$ cat src/rtl/wave_seq_ctrl_if.sv
// Host-side signal bundle for wave_seq_ctrl: table write port, burst control
// and waveform/status outputs. The master drives controls; the slave is the sequencer.
interface wave_seq_ctrl_if #(
  parameter int N     = 4,
  parameter int DEPTH = 4,
  parameter int RW    = 4
);
  localparam int AW = $clog2(DEPTH);

  logic          wr_en;
  logic [AW-1:0] wr_addr;
  logic [N-1:0]  wr_on;
  logic [N-1:0]  wr_off;
  logic [AW:0]   len;
  logic [RW-1:0] repeats;
  logic          start;
  logic          stop;
  logic          s_wave;
  logic          busy;
  logic          done;
  logic [AW-1:0] seg_idx;

  modport master (
    output wr_en, wr_addr, wr_on, wr_off, len, repeats, start, stop,
    input  s_wave, busy, done, seg_idx
  );

  modport slave (
    input  wr_en, wr_addr, wr_on, wr_off, len, repeats, start, stop,
    output s_wave, busy, done, seg_idx
  );
endinterface

$ cat src/rtl/wave_seq_ctrl.sv
// Programmable square-wave sequencer: plays a table of (on, off) durations a set
// number of passes. Define WAVE_SEQ_LOOP_EN to make repeats == 0 loop until stop.
module wave_seq_ctrl #(
  parameter int N     = 4,
  parameter int DEPTH = 4,
  parameter int RW    = 4
) (
  input  logic            clk,
  input  logic            reset,
  wave_seq_ctrl_if.slave  bus
);
  localparam int AW = $clog2(DEPTH);
  localparam logic [AW:0]   LEN_MAX = (AW+1)'(DEPTH);
  localparam logic [AW:0]   ONE_L   = 1;
  localparam logic [AW-1:0] ONE_AW  = 1;
  localparam logic [N-1:0]  ONE_N   = 1;
  localparam logic [RW-1:0] ONE_RW  = 1;

  typedef enum logic [1:0] {IDLE, ON_PH, OFF_PH} state_t;

  state_t        r_state;
  logic [N-1:0]  r_on  [DEPTH];
  logic [N-1:0]  r_off [DEPTH];
  logic [N-1:0]  r_cnt;
  logic [RW-1:0] r_pass;
  logic [RW-1:0] r_rep;
  logic [AW:0]   r_len;
  logic [AW-1:0] r_seg;
  logic          r_wave;
  logic          r_busy;
  logic          r_done;

  logic [N-1:0]  w_cur_on;
  logic [N-1:0]  w_cur_off;
  logic          w_ph_end;
  logic          w_last_seg;
  logic          w_finish;
  logic [AW-1:0] w_adv_idx;
  logic          w_adv_on_nz;
  logic [RW-1:0] w_pass_nxt;
  logic [AW:0]   w_len_eff;
  logic          w_wr_ok;
  logic          w_rep_ok;
  logic          w_start_ok;

  always_comb begin
    w_cur_on   = r_on[r_seg];
    w_cur_off  = r_off[r_seg];
    // A zero off duration still occupies one OFF_PH cycle (all-zero entry).
    if (r_state == ON_PH)
      w_ph_end = (r_cnt == w_cur_on - ONE_N);
    else
      w_ph_end = (w_cur_off == '0) || (r_cnt == w_cur_off - ONE_N);
    w_last_seg  = ({1'b0, r_seg} >= r_len - ONE_L);
    w_pass_nxt  = r_pass + ONE_RW;
    w_finish    = w_last_seg && (r_rep != '0) && (w_pass_nxt == r_rep);
    w_adv_idx   = w_last_seg ? '0 : r_seg + ONE_AW;
    w_adv_on_nz = (r_on[w_adv_idx] != '0);
    w_len_eff   = (bus.len > LEN_MAX) ? LEN_MAX : bus.len;
    w_wr_ok     = ({1'b0, bus.wr_addr} < LEN_MAX);
`ifdef WAVE_SEQ_LOOP_EN
    w_rep_ok    = 1'b1;
`else
    w_rep_ok    = (bus.repeats != '0);
`endif
    w_start_ok  = bus.start && !bus.stop && (bus.len != '0) && w_rep_ok;
  end

  always_ff @(posedge clk or posedge reset) begin
    if (reset) begin
      for (int unsigned i = 0; i < DEPTH; i++) begin
        r_on[i]  <= '0;
        r_off[i] <= '0;
      end
    end else if (r_state == IDLE && bus.wr_en && w_wr_ok) begin
      r_on[bus.wr_addr]  <= bus.wr_on;
      r_off[bus.wr_addr] <= bus.wr_off;
    end
  end

  always_ff @(posedge clk or posedge reset) begin
    if (reset) begin
      r_state <= IDLE;
      r_cnt   <= '0;
      r_pass  <= '0;
      r_rep   <= '0;
      r_len   <= '0;
      r_seg   <= '0;
      r_wave  <= 1'b0;
      r_busy  <= 1'b0;
      r_done  <= 1'b0;
    end else begin
      r_done <= 1'b0;
      case (r_state)
        IDLE: begin
          if (w_start_ok) begin
            r_len  <= w_len_eff;
            r_rep  <= bus.repeats;
            r_seg  <= '0;
            r_pass <= '0;
            r_cnt  <= '0;
            r_busy <= 1'b1;
            if (r_on[0] != '0) begin
              r_state <= ON_PH;
              r_wave  <= 1'b1;
            end else begin
              r_state <= OFF_PH;
              r_wave  <= 1'b0;
            end
          end
        end
        default: begin
          if (bus.stop) begin
            r_state <= IDLE;
            r_busy  <= 1'b0;
            r_wave  <= 1'b0;
            r_seg   <= '0;
            r_cnt   <= '0;
          end else if (!w_ph_end) begin
            r_cnt <= r_cnt + ONE_N;
          end else begin
            r_cnt <= '0;
            if (r_state == ON_PH && w_cur_off != '0) begin
              r_state <= OFF_PH;
              r_wave  <= 1'b0;
            end else if (w_finish) begin
              r_state <= IDLE;
              r_busy  <= 1'b0;
              r_wave  <= 1'b0;
              r_seg   <= '0;
              r_pass  <= w_pass_nxt;
              r_done  <= 1'b1;
            end else begin
              r_seg <= w_adv_idx;
              if (w_last_seg)
                r_pass <= w_pass_nxt;
              r_state <= w_adv_on_nz ? ON_PH : OFF_PH;
              r_wave  <= w_adv_on_nz;
            end
          end
        end
      endcase
    end
  end

  assign bus.s_wave  = r_wave;
  assign bus.busy    = r_busy;
  assign bus.done    = r_done;
  assign bus.seg_idx = r_seg;
endmodule

$ cat src/flat_wrapper.sv
// flat-port wrapper written by rule: the top's interface ports become plain ports
module wave_seq_ctrl_flat 
#(
  parameter int N     = 4,
  parameter int DEPTH = 4,
  parameter int RW    = 4
)
  (clk, reset, bus_wr_en, bus_wr_addr, bus_wr_on, bus_wr_off, bus_len, bus_repeats, bus_start, bus_stop, bus_s_wave, bus_busy, bus_done, bus_seg_idx);
  wave_seq_ctrl_if #(.N(N), .DEPTH(DEPTH), .RW(RW)) bus_i ();
  input  logic clk;
  input  logic reset;
  input wire logic [$bits(bus_i.wr_en)-1:0] bus_wr_en;
  input wire logic [$bits(bus_i.wr_addr)-1:0] bus_wr_addr;
  input wire logic [$bits(bus_i.wr_on)-1:0] bus_wr_on;
  input wire logic [$bits(bus_i.wr_off)-1:0] bus_wr_off;
  input wire logic [$bits(bus_i.len)-1:0] bus_len;
  input wire logic [$bits(bus_i.repeats)-1:0] bus_repeats;
  input wire logic [$bits(bus_i.start)-1:0] bus_start;
  input wire logic [$bits(bus_i.stop)-1:0] bus_stop;
  output wire logic [$bits(bus_i.s_wave)-1:0] bus_s_wave;
  output wire logic [$bits(bus_i.busy)-1:0] bus_busy;
  output wire logic [$bits(bus_i.done)-1:0] bus_done;
  output wire logic [$bits(bus_i.seg_idx)-1:0] bus_seg_idx;
  assign bus_i.wr_en = bus_wr_en;
  assign bus_i.wr_addr = bus_wr_addr;
  assign bus_i.wr_on = bus_wr_on;
  assign bus_i.wr_off = bus_wr_off;
  assign bus_i.len = bus_len;
  assign bus_i.repeats = bus_repeats;
  assign bus_i.start = bus_start;
  assign bus_i.stop = bus_stop;
  assign bus_s_wave = bus_i.s_wave;
  assign bus_busy = bus_i.busy;
  assign bus_done = bus_i.done;
  assign bus_seg_idx = bus_i.seg_idx;
  wave_seq_ctrl #(.N(N), .DEPTH(DEPTH), .RW(RW)) u_core (.clk(clk), .reset(reset), .bus(bus_i));
endmodule
$ cat config.mk
export PLATFORM = sky130hd
export DESIGN_NAME = wave_seq_ctrl_flat
export DESIGN_NICKNAME = d
export VERILOG_FILES = /design/src/rtl/wave_seq_ctrl_if.sv /design/src/rtl/wave_seq_ctrl.sv /design/src/flat_wrapper.sv
export SDC_FILE = /design/constraint.sdc
export NUM_CORES = 1
export LEC_CHECK = 0
export CORE_UTILIZATION = 30
export DETAILED_ROUTE_END_ITERATION = 10
export HOLD_SLACK_MARGIN = 0.08
export PLACE_DENSITY = 0.57
export SYNTH_ARGS = -nofsm -noshare
export SYNTH_HDL_FRONTEND = slang
export SYNTH_SLANG_ARGS = --single-unit
$ cat constraint.sdc
create_clock -name clk -period 3.3 [get_ports clk]
set_input_delay 0.66 -clock clk [delete_from_list [all_inputs] [get_ports clk]]
set_output_delay 0.66 -clock clk [all_outputs]
set_load 0.01 [all_outputs]
==> impl_metrics.csv, run 1 <==
group,metric,value,unit
outcome,status,"completed",
worst_setup_path,worstPathRequired,3.50,ns
timing,drv_slew,0,
timing,fin_crit,3.05,ns
clocking,cts_buffers,5,
routing,route.detailed.drc,0,
worst_setup_path,reg2regPathDepth,10,
clocking,cts_hold_buf,0,
yosys,synth_edf_count,0,
yosys,synth-compound-area-share,11.2,%
floorplanning,die_width,102,µm
yosys,synthArstFlopShare,100,%
layout,drive_above_1_share,23.8,%
worst_setup_path,crit_arrival,3.25,ns
yosys,synth_area,3020,µm²
place,gp_congestion,0.791,
power,total_leakage_power,1.41,nW
timing,fin_skew,0.00224,ns
worst_setup_path,crit_fanout,17,
timing,tns,0,ns
timing,fmax,0.328,GHz
worst_setup_path,crit_slowest_cell,"dfrtp_1",
routing,wire_per_inst,15.0,µm
yosys,synthXorXnorAreaFrac,5.18,%
worst_setup_path,critPathLaunch,"u_core.bus.seg_idx[1]",
worst_setup_path,r2r-start,"u_core.bus.seg_idx[1]",
floorplanning,die_h,102,µm
layout,area_growth,18.4,%
power,pwr_density_cell,921,nW/µm²
routing,vias,2163,
worst_hold_path,min_path_type,"reg2reg",
timing,hold_viol,0,
timing,final-setup-viol-count,0,
timing,rsz0062_at_grt,"no",
routing,routed_wl,6.40,mm
global_route,track_usage,13.7,%
worst_setup_path,worst-setup-path-type,"reg2reg",
yosys,ys_ff_latch,53,
timing,max_slew_margin,59.0,%
yosys,synth_nets,289,
worst_hold_path,hold_end,"u_core.r_off[8]",
clocking,cts_root_buf,"clkbuf_8",
worst_hold_path,holdCritStartpoint,"u_core.r_off[8]",
global_route,grt_start_max_net_pins,29,
routing,drt_iter0_drc,105,
timing,finalCritPeriodShare,92.4,%
floorplanning,core_area,9770,µm²
floorplanning,ioPinCount,27,
yosys,avgSynthCellArea,11.6,µm²
routing,ant_nets,0,
yosys,netlist.area_leader.share,43.9,%
global_route,gr-total-overflow,0,
clocking,htreeDepth,2,
timing,worst_pin_slew,0.607,ns
layout,antenna_cells,0,
yosys,yosysTopAreaCell,"dfrtp_1",
place,place_hpwl,4.86,mm
global_route,first_global_vias,2250,
clocking,post_cts_resize_count,0,
worst_hold_path,whs_path_depth,1,
global_route,grt_use_met2,23.5,%
worst_setup_path,critical_path.cell_chain,"mux4_1, inv_1, ha_1, xor2_1, xnor2_1, nand4_1, o22ai_2, a31oi_4, o311a_1, a221o_1",
clocking,cts_setup_buffers,0,
global_route,globalRouteMet3Util,2.53,%
yosys,muxShareOfSynthArea,21.3,%
yosys,synth_top_family_by_area,"multiplexers",
yosys,synth_seq_area_share,43.9,%
yosys,synth.top_cells.by_area,"dfrtp_1 44%, mux2_2 14%, mux4_2 4.5%, ha_1 2.9%, mux4_1 2.6%",
routing,first_pass_iters,6,
yosys,ys.flop_type,"dfrtp_1",
yosys,synthCells,260,
place,io_buffers,26,
worst_setup_path,r2r_end,"u_core.r_pass[2]",
clocking,clk_latency,0.30,ns
clocking,cts_sinks,53,
global_route,antenna_found_initial,0,
run,maxCapViolCount,0,
global_route,grt-busiest-layer,"met2",
yosys,synthSimpleGateAreaFrac,12.4,%
floorplanning,initial_core_util,30.9,%
global_route,grt_pass1_wl,11.2,mm
yosys,synth_warnings,0,
yosys,synth.distinct_cells,52,
clocking,clk_pin_slew,0.10,ns
worst_setup_path,critPathCaptureType,"flop",
floorplanning,die-area,10500,µm²
routing,routed_via_density,5.07,
worst_setup_path,regToRegSetupSlack,0.25,ns
floorplanning,rows,36,
clocking,ctsLongestPathBuffers,2,
layout,nets,323,
yosys,synth_fa_ha_area_share,2.90,%
global_route,use_met1,17.9,%
power,ir_drop,392,µV
worst_setup_path,slowest_delay,0.64,ns
worst_setup_path,cp-start-kind,"flop",
clocking,cts_tree,"done",
layout,post-route-util,36.6,%
logic make-up after synthesis:
| logic type | after synthesis |
|---|---|
| buf+inv | 20 |
| mux | 47 |
| fa+ha+maj | 7 |
| compound gates | 43 |
| simple gates | 73 |
| xor+xnor | 17 |
| flops | 53 |
how the worst max path moves through the flow:
| stage | end | cells past startpoint |
|---|---|---|
| floorplan | u_core.r_pass[2] | 11 |
| global placement | u_core.r_pass[2] | 10 |
| detailed placement | u_core.r_pass[2] | 10 |
| CTS | u_core.r_pass[2] | 10 |
| global route | u_core.r_pass[2] | 10 |
| finish | u_core.r_pass[2] | 10 |
routing by layer:
layer,routed length (µm),share of wire (%)
met1,3040,48
met2,3140,49
met3,164,2.6
met4,52,0.81
met5,0,0
state kept, by name, indices dropped and copies added, names as in the netlist:
signal	flops
u_core.r_on	16
u_core.bus.busy	1
u_core.r_pass	4
u_core.r_len	3
u_core.r_state	2
u_core.r_off	16
u_core.bus.seg_idx	2
u_core.bus.done	1
u_core.r_cnt	4
u_core.r_rep	4
worst max-delay path, delay by kind of cell, from the launching register on:
kind / cells / cell delay (ns)
compound gates: 4 / 0.87
xor+xnor: 2 / 0.34
fa+ha+maj: 1 / 0.16
buf+inv: 1 / 0.10
flops: 1 / 0.64
mux: 1 / 0.64
simple gates: 1 / 0.18
area by class of cell:
| type | count | area [µm²] |
|---|---|---|
| Clock buffer | 5 | 68.8 |
| Timing Repair Buffer | 33 | 325 |
| Inverter | 14 | 52.6 |
| Clock inverter | 2 | 35.0 |
| Tap cell | 133 | 166 |
| Fill cell | 981 | 6200 |
| Sequential cell | 53 | 1330 |
| Multi-Input combinational cell | 187 | 1600 |
where the power goes:
part           switching, mW  internal [mW]
combinational          0.858          0.835
clock                  0.219          0.221
sequential             0.231          0.929
layout by cell type (no fill, tap or decap), types with 5 or more instances in the layout:
| cell | Yosys | layout |
|---|---|---|
| ha_1 | 7 | 7 |
| buf_4 | 0 | 6 |
| dfrtp_1 | 53 | 53 |
| mux4_2 | 6 | 6 |
| inv_1 | 14 | 13 |
| xnor2_1 | 8 | 8 |
| clkdlybuf4s50_1 | 0 | 26 |
| nor3_1 | 6 | 6 |
| xor2_1 | 8 | 8 |
| nand2_1 | 19 | 19 |
| nor4_1 | 6 | 6 |
| nand4_1 | 6 | 6 |
| a21oi_1 | 5 | 5 |
| mux2_2 | 38 | 38 |
| clkbuf_8 | 0 | 5 |
| o21ai_0 | 5 | 5 |
| o211ai_1 | 6 | 6 |
| nor2_1 | 18 | 18 |
| o21ai_1 | 5 | 5 |
per-stage QoR:
| step | area, µm² | setup WS (ns) | std cells | total power, mW | hold WS (ns) |
|---|---|---|---|---|---|
| after floorplan | 3020 | 0.575 | 260 | 2.49 | 0.471 |
| after global placement | 3470 | 0.381 | 420 | 2.84 | 0.497 |
| after detailed placement | 3470 | 0.292 | 420 | 2.88 | 0.489 |
| after CTS | 3570 | 0.265 | 427 | 3.32 | 0.512 |
| after global routing | 3570 | 0.0199 | 427 | 3.55 | 0.526 |
| final | 3570 | 0.252 | 427 | 3.29 | 0.507 |
cell usage after synthesis (all sizes together) (3+ instances only):
cell    number
dfrtp       53
ha           7
or4          3
inv         14
buf          5
mux4         9
nand4        6
nand2       19
nor2        18
nor4         6
a21oi        6
nand3        3
o211ai       6
o21ai       10
nand3b       3
nor3         7
xor2         8
mux2        38
xnor2        9
Note: power is estimated with default switching activity, not from simulation.
==> run 2: changes to the inputs <==
--- a/config.mk
+++ b/config.mk
@@ -5,6 +5,7 @@
 export SDC_FILE = /design/constraint.sdc
 export NUM_CORES = 1
 export LEC_CHECK = 0
+export ABC_AREA = 1
 export CORE_UTILIZATION = 30
 export DETAILED_ROUTE_END_ITERATION = 10
 export HOLD_SLACK_MARGIN = 0.08
==> impl_metrics.csv, run 2 <==
group,metric,value,unit
timing,drv_slew,0,
yosys,synthArstFlopShare,100,%
worst_setup_path,worst-setup-path-type,"reg2reg",
worst_setup_path,regToRegSetupSlack,0.74,ns
yosys,synth_warnings,0,
power,total_leakage_power,1.85,nW
worst_setup_path,crit_slowest_cell,"dfrtp_1",
clocking,cts_buffers,5,
timing,final-setup-viol-count,0,
layout,top_regs,"u_core.r_off: 16 flops, u_core.r_on: 16 flops",
worst_setup_path,critical_path.cell_chain,"inv_2, nand3_1, nand2_1, nor2_1, ha_1, nand3_1, o21ai_1, inv_1, nor2_2, nand2_4, nand2_1, nand2_1",
place,dp_cells,578,
run,maxCapViolCount,0,
yosys,synth_edf_count,0,
routing,wire_per_inst,12.5,µm
routing,vias,2719,
yosys,synth.top_cells.by_area,"dfrtp_1 42%, nand2_1 14%, nand3_1 7.1%, o21ai_0 6.5%, inv_1 6.3%",
timing,fmax,0.391,GHz
yosys,yosysTopAreaCell,"dfrtp_1",
clocking,htreeDepth,2,
yosys,netlist.area_leader.share,42.1,%
worst_setup_path,crit_arrival,2.78,ns
yosys,avgSynthCellArea,7.48,µm²
worst_setup_path,reg2regPathDepth,12,
floorplanning,ioPinCount,27,
layout,final_cells,586,
layout,multi_input_area,1530,µm²
worst_hold_path,holdCritStartpoint,"u_core.r_off[4]",
yosys,synth.distinct_cells,34,
floorplanning,die_width,104,µm
routing,routed_wl,7.35,mm
clocking,cts_tree,"done",
layout,seq_area,1330,µm²
worst_hold_path,min_path_type,"reg2reg",
global_route,gr-total-overflow,0,
floorplanning,die_h,104,µm
worst_hold_path,whs_path_depth,2,
clocking,clk_pin_slew,0.10,ns
place,io_buffers,26,
yosys,synth_top_family_by_area,"simple AND/OR/NAND/NOR gates",
yosys,synth-compound-area-share,9.33,%
outcome,violations,"DRC",
layout,layout_common_cells,"121 x nand2_1, 53 x dfrtp_1, 52 x inv_1",
layout,nets,478,
clocking,cts_setup_buffers,0,
timing,fin_skew,0.0101,ns
worst_setup_path,r2r_end,"u_core.r_pass[2]",
worst_setup_path,critPathCaptureType,"flop",
routing,drt_iter0_drc,177,
yosys,synth_seq_area_share,42.1,%
layout,area_growth,16.1,%
place,preCtsSetupSlack,0.764,ns
worst_setup_path,path_delay_family,"simple AND/OR/NAND/NOR gates",
yosys,synthXorXnorAreaFrac,2.50,%
layout,drive_above_1_share,9.33,%
timing,tns,0,ns
clocking,post_cts_resize_count,0,
timing,max_slew_margin,57.3,%
power,pwr_density_cell,930,nW/µm²
power,ir_drop,386,µV
timing,worst_pin_slew,0.639,ns
yosys,ys.flop_type,"dfrtp_1",
clocking,cts_root_buf,"clkbuf_8",
yosys,synthSimpleGateAreaFrac,33.6,%
worst_setup_path,cp-start-kind,"flop",
global_route,first_global_vias,2649,
yosys,ys_ff_latch,53,
timing,fin_crit,2.56,ns
global_route,antenna_found_initial,0,
yosys,synth_area,3150,µm²
worst_setup_path,r2r-start,"u_core.bus.seg_idx[0]",
yosys,yosys-top-cells-count,"121 x nand2_1, 53 x dfrtp_1, 53 x inv_1",
routing,ant_nets,0,
yosys,synthCells,421,
global_route,track_usage,14.7,%
worst_setup_path,worstPathRequired,3.52,ns
layout,antenna_cells,0,
yosys,muxShareOfSynthArea,0.357,%
floorplanning,initial_core_util,30.8,%
clocking,ctsLongestPathBuffers,2,
global_route,grt_start_max_net_pins,24,
floorplanning,rows,37,
outcome,status,"finished with violations",
floorplanning,die-area,10900,µm²
clocking,cts_sinks,53,
power,power,3.40,mW
place,place_hpwl,5.47,mm
routing,first_pass_iters,7,
worst_setup_path,critPathLaunch,"u_core.bus.seg_idx[0]",
worst_hold_path,hold_end,"u_core.r_off[4]",
yosys,yosys.cell_count.top_type,"nand2_1",
place,gp_congestion,0.746,
worst_setup_path,slowest_delay,0.56,ns
timing,hold_viol,0,
timing,finalCritPeriodShare,77.5,%
routing,route.detailed.drc,2,
routing,routed_via_density,4.64,
layout,post-route-util,35.7,%
yosys,synth_nets,450,
worst_setup_path,crit_top_cell,"nand2_1",
layout,final_common_cell,"nand2_1",
layout,nFillCells,1095,
timing,rsz0062_at_grt,"no",
clocking,clk_latency,0.32,ns
clocking,cts_hold_buf,0,
worst_setup_path,crit_fanout,16,
worst_setup_path,cp_num_buf_inv,2,
floorplanning,core_area,10200,µm²
global_route,grt_pass1_wl,12.8,mm
yosys,synth_fa_ha_area_share,2.78,%
timing,fin_ws,0.742,ns
==> run 2: cell count changes in the layout (fill, tap and decap cells not counted), sizes merged, moves of 9 or more <==
cell	change
mux2	-37
o21ai	+34
nand3	+48
inv	+42
mux4	-9
nor2	+18
nand2	+114
==> run 2: through the flow <==
step	cell area, µm²	hold WS (ns)
6_report	3660	0.496
5_1_grt	3660	0.518
4_1_cts	3660	0.498
3_5_place_dp	3540	0.473
3_3_place_gp	3540	0.468
2_1_floorplan	3150	0.453
==> run 2: power by group <==
group          switching, mW  internal [mW]
logic                   1.10          0.681
clock network          0.227          0.248
registers              0.229          0.914
==> run 2: final cells by class <==
| class | instances | share of cell area [%] |
|---|---|---|
| multi-input combinational | 301 | 41.8 |
| timing repair buffer | 32 | 8.35 |
| clock inverter | 1 | 0.821 |
| inverter | 56 | 5.75 |
| tap | 136 | 4.65 |
| clock buffer | 7 | 2.36 |
| sequential | 53 | 36.3 |
==> run 2: worst max path at each step <==
stage | slack [ns] | to | depth (start not counted)
final | 0.74 | u_core.r_pass[2] | 12
after global routing | 0.42 | u_core.r_pass[3] | 12
after CTS | 0.73 | u_core.r_pass[2] | 12
after global placement | 0.77 | u_core.r_pass[2] | 12
after floorplan | 1.07 | u_core.r_state[0] | 17
after detailed placement | 0.76 | u_core.r_pass[2] | 12
==> run 2: worst min-delay path: cells and delay by family (launching register included) <==
family / cells / cell delay, ns
AND/OR/NAND/NOR: 1 / 0.05
AO/OA/AOI/OAI: 1 / 0.06
flip-flops: 1 / 0.36
==> run 2: routing by layer <==
metal  GRT usage (%)  vias up  routed length (µm)
li1                -     1400                   -
met4            4.69        0                  79
met5               0        -                   0
met3            2.32        5                 251
met2            23.3       36                3510
met1            20.3     1278                3510
==> run 2: cell families after synthesis <==
kind of cell	after synthesis
AND/OR/NAND/NOR	229
buffers and inverters	67
AO/OA/AOI/OAI	55
flip-flops	53
XOR/XNOR	9
adder cells (fa/ha/maj)	7
multiplexers	1
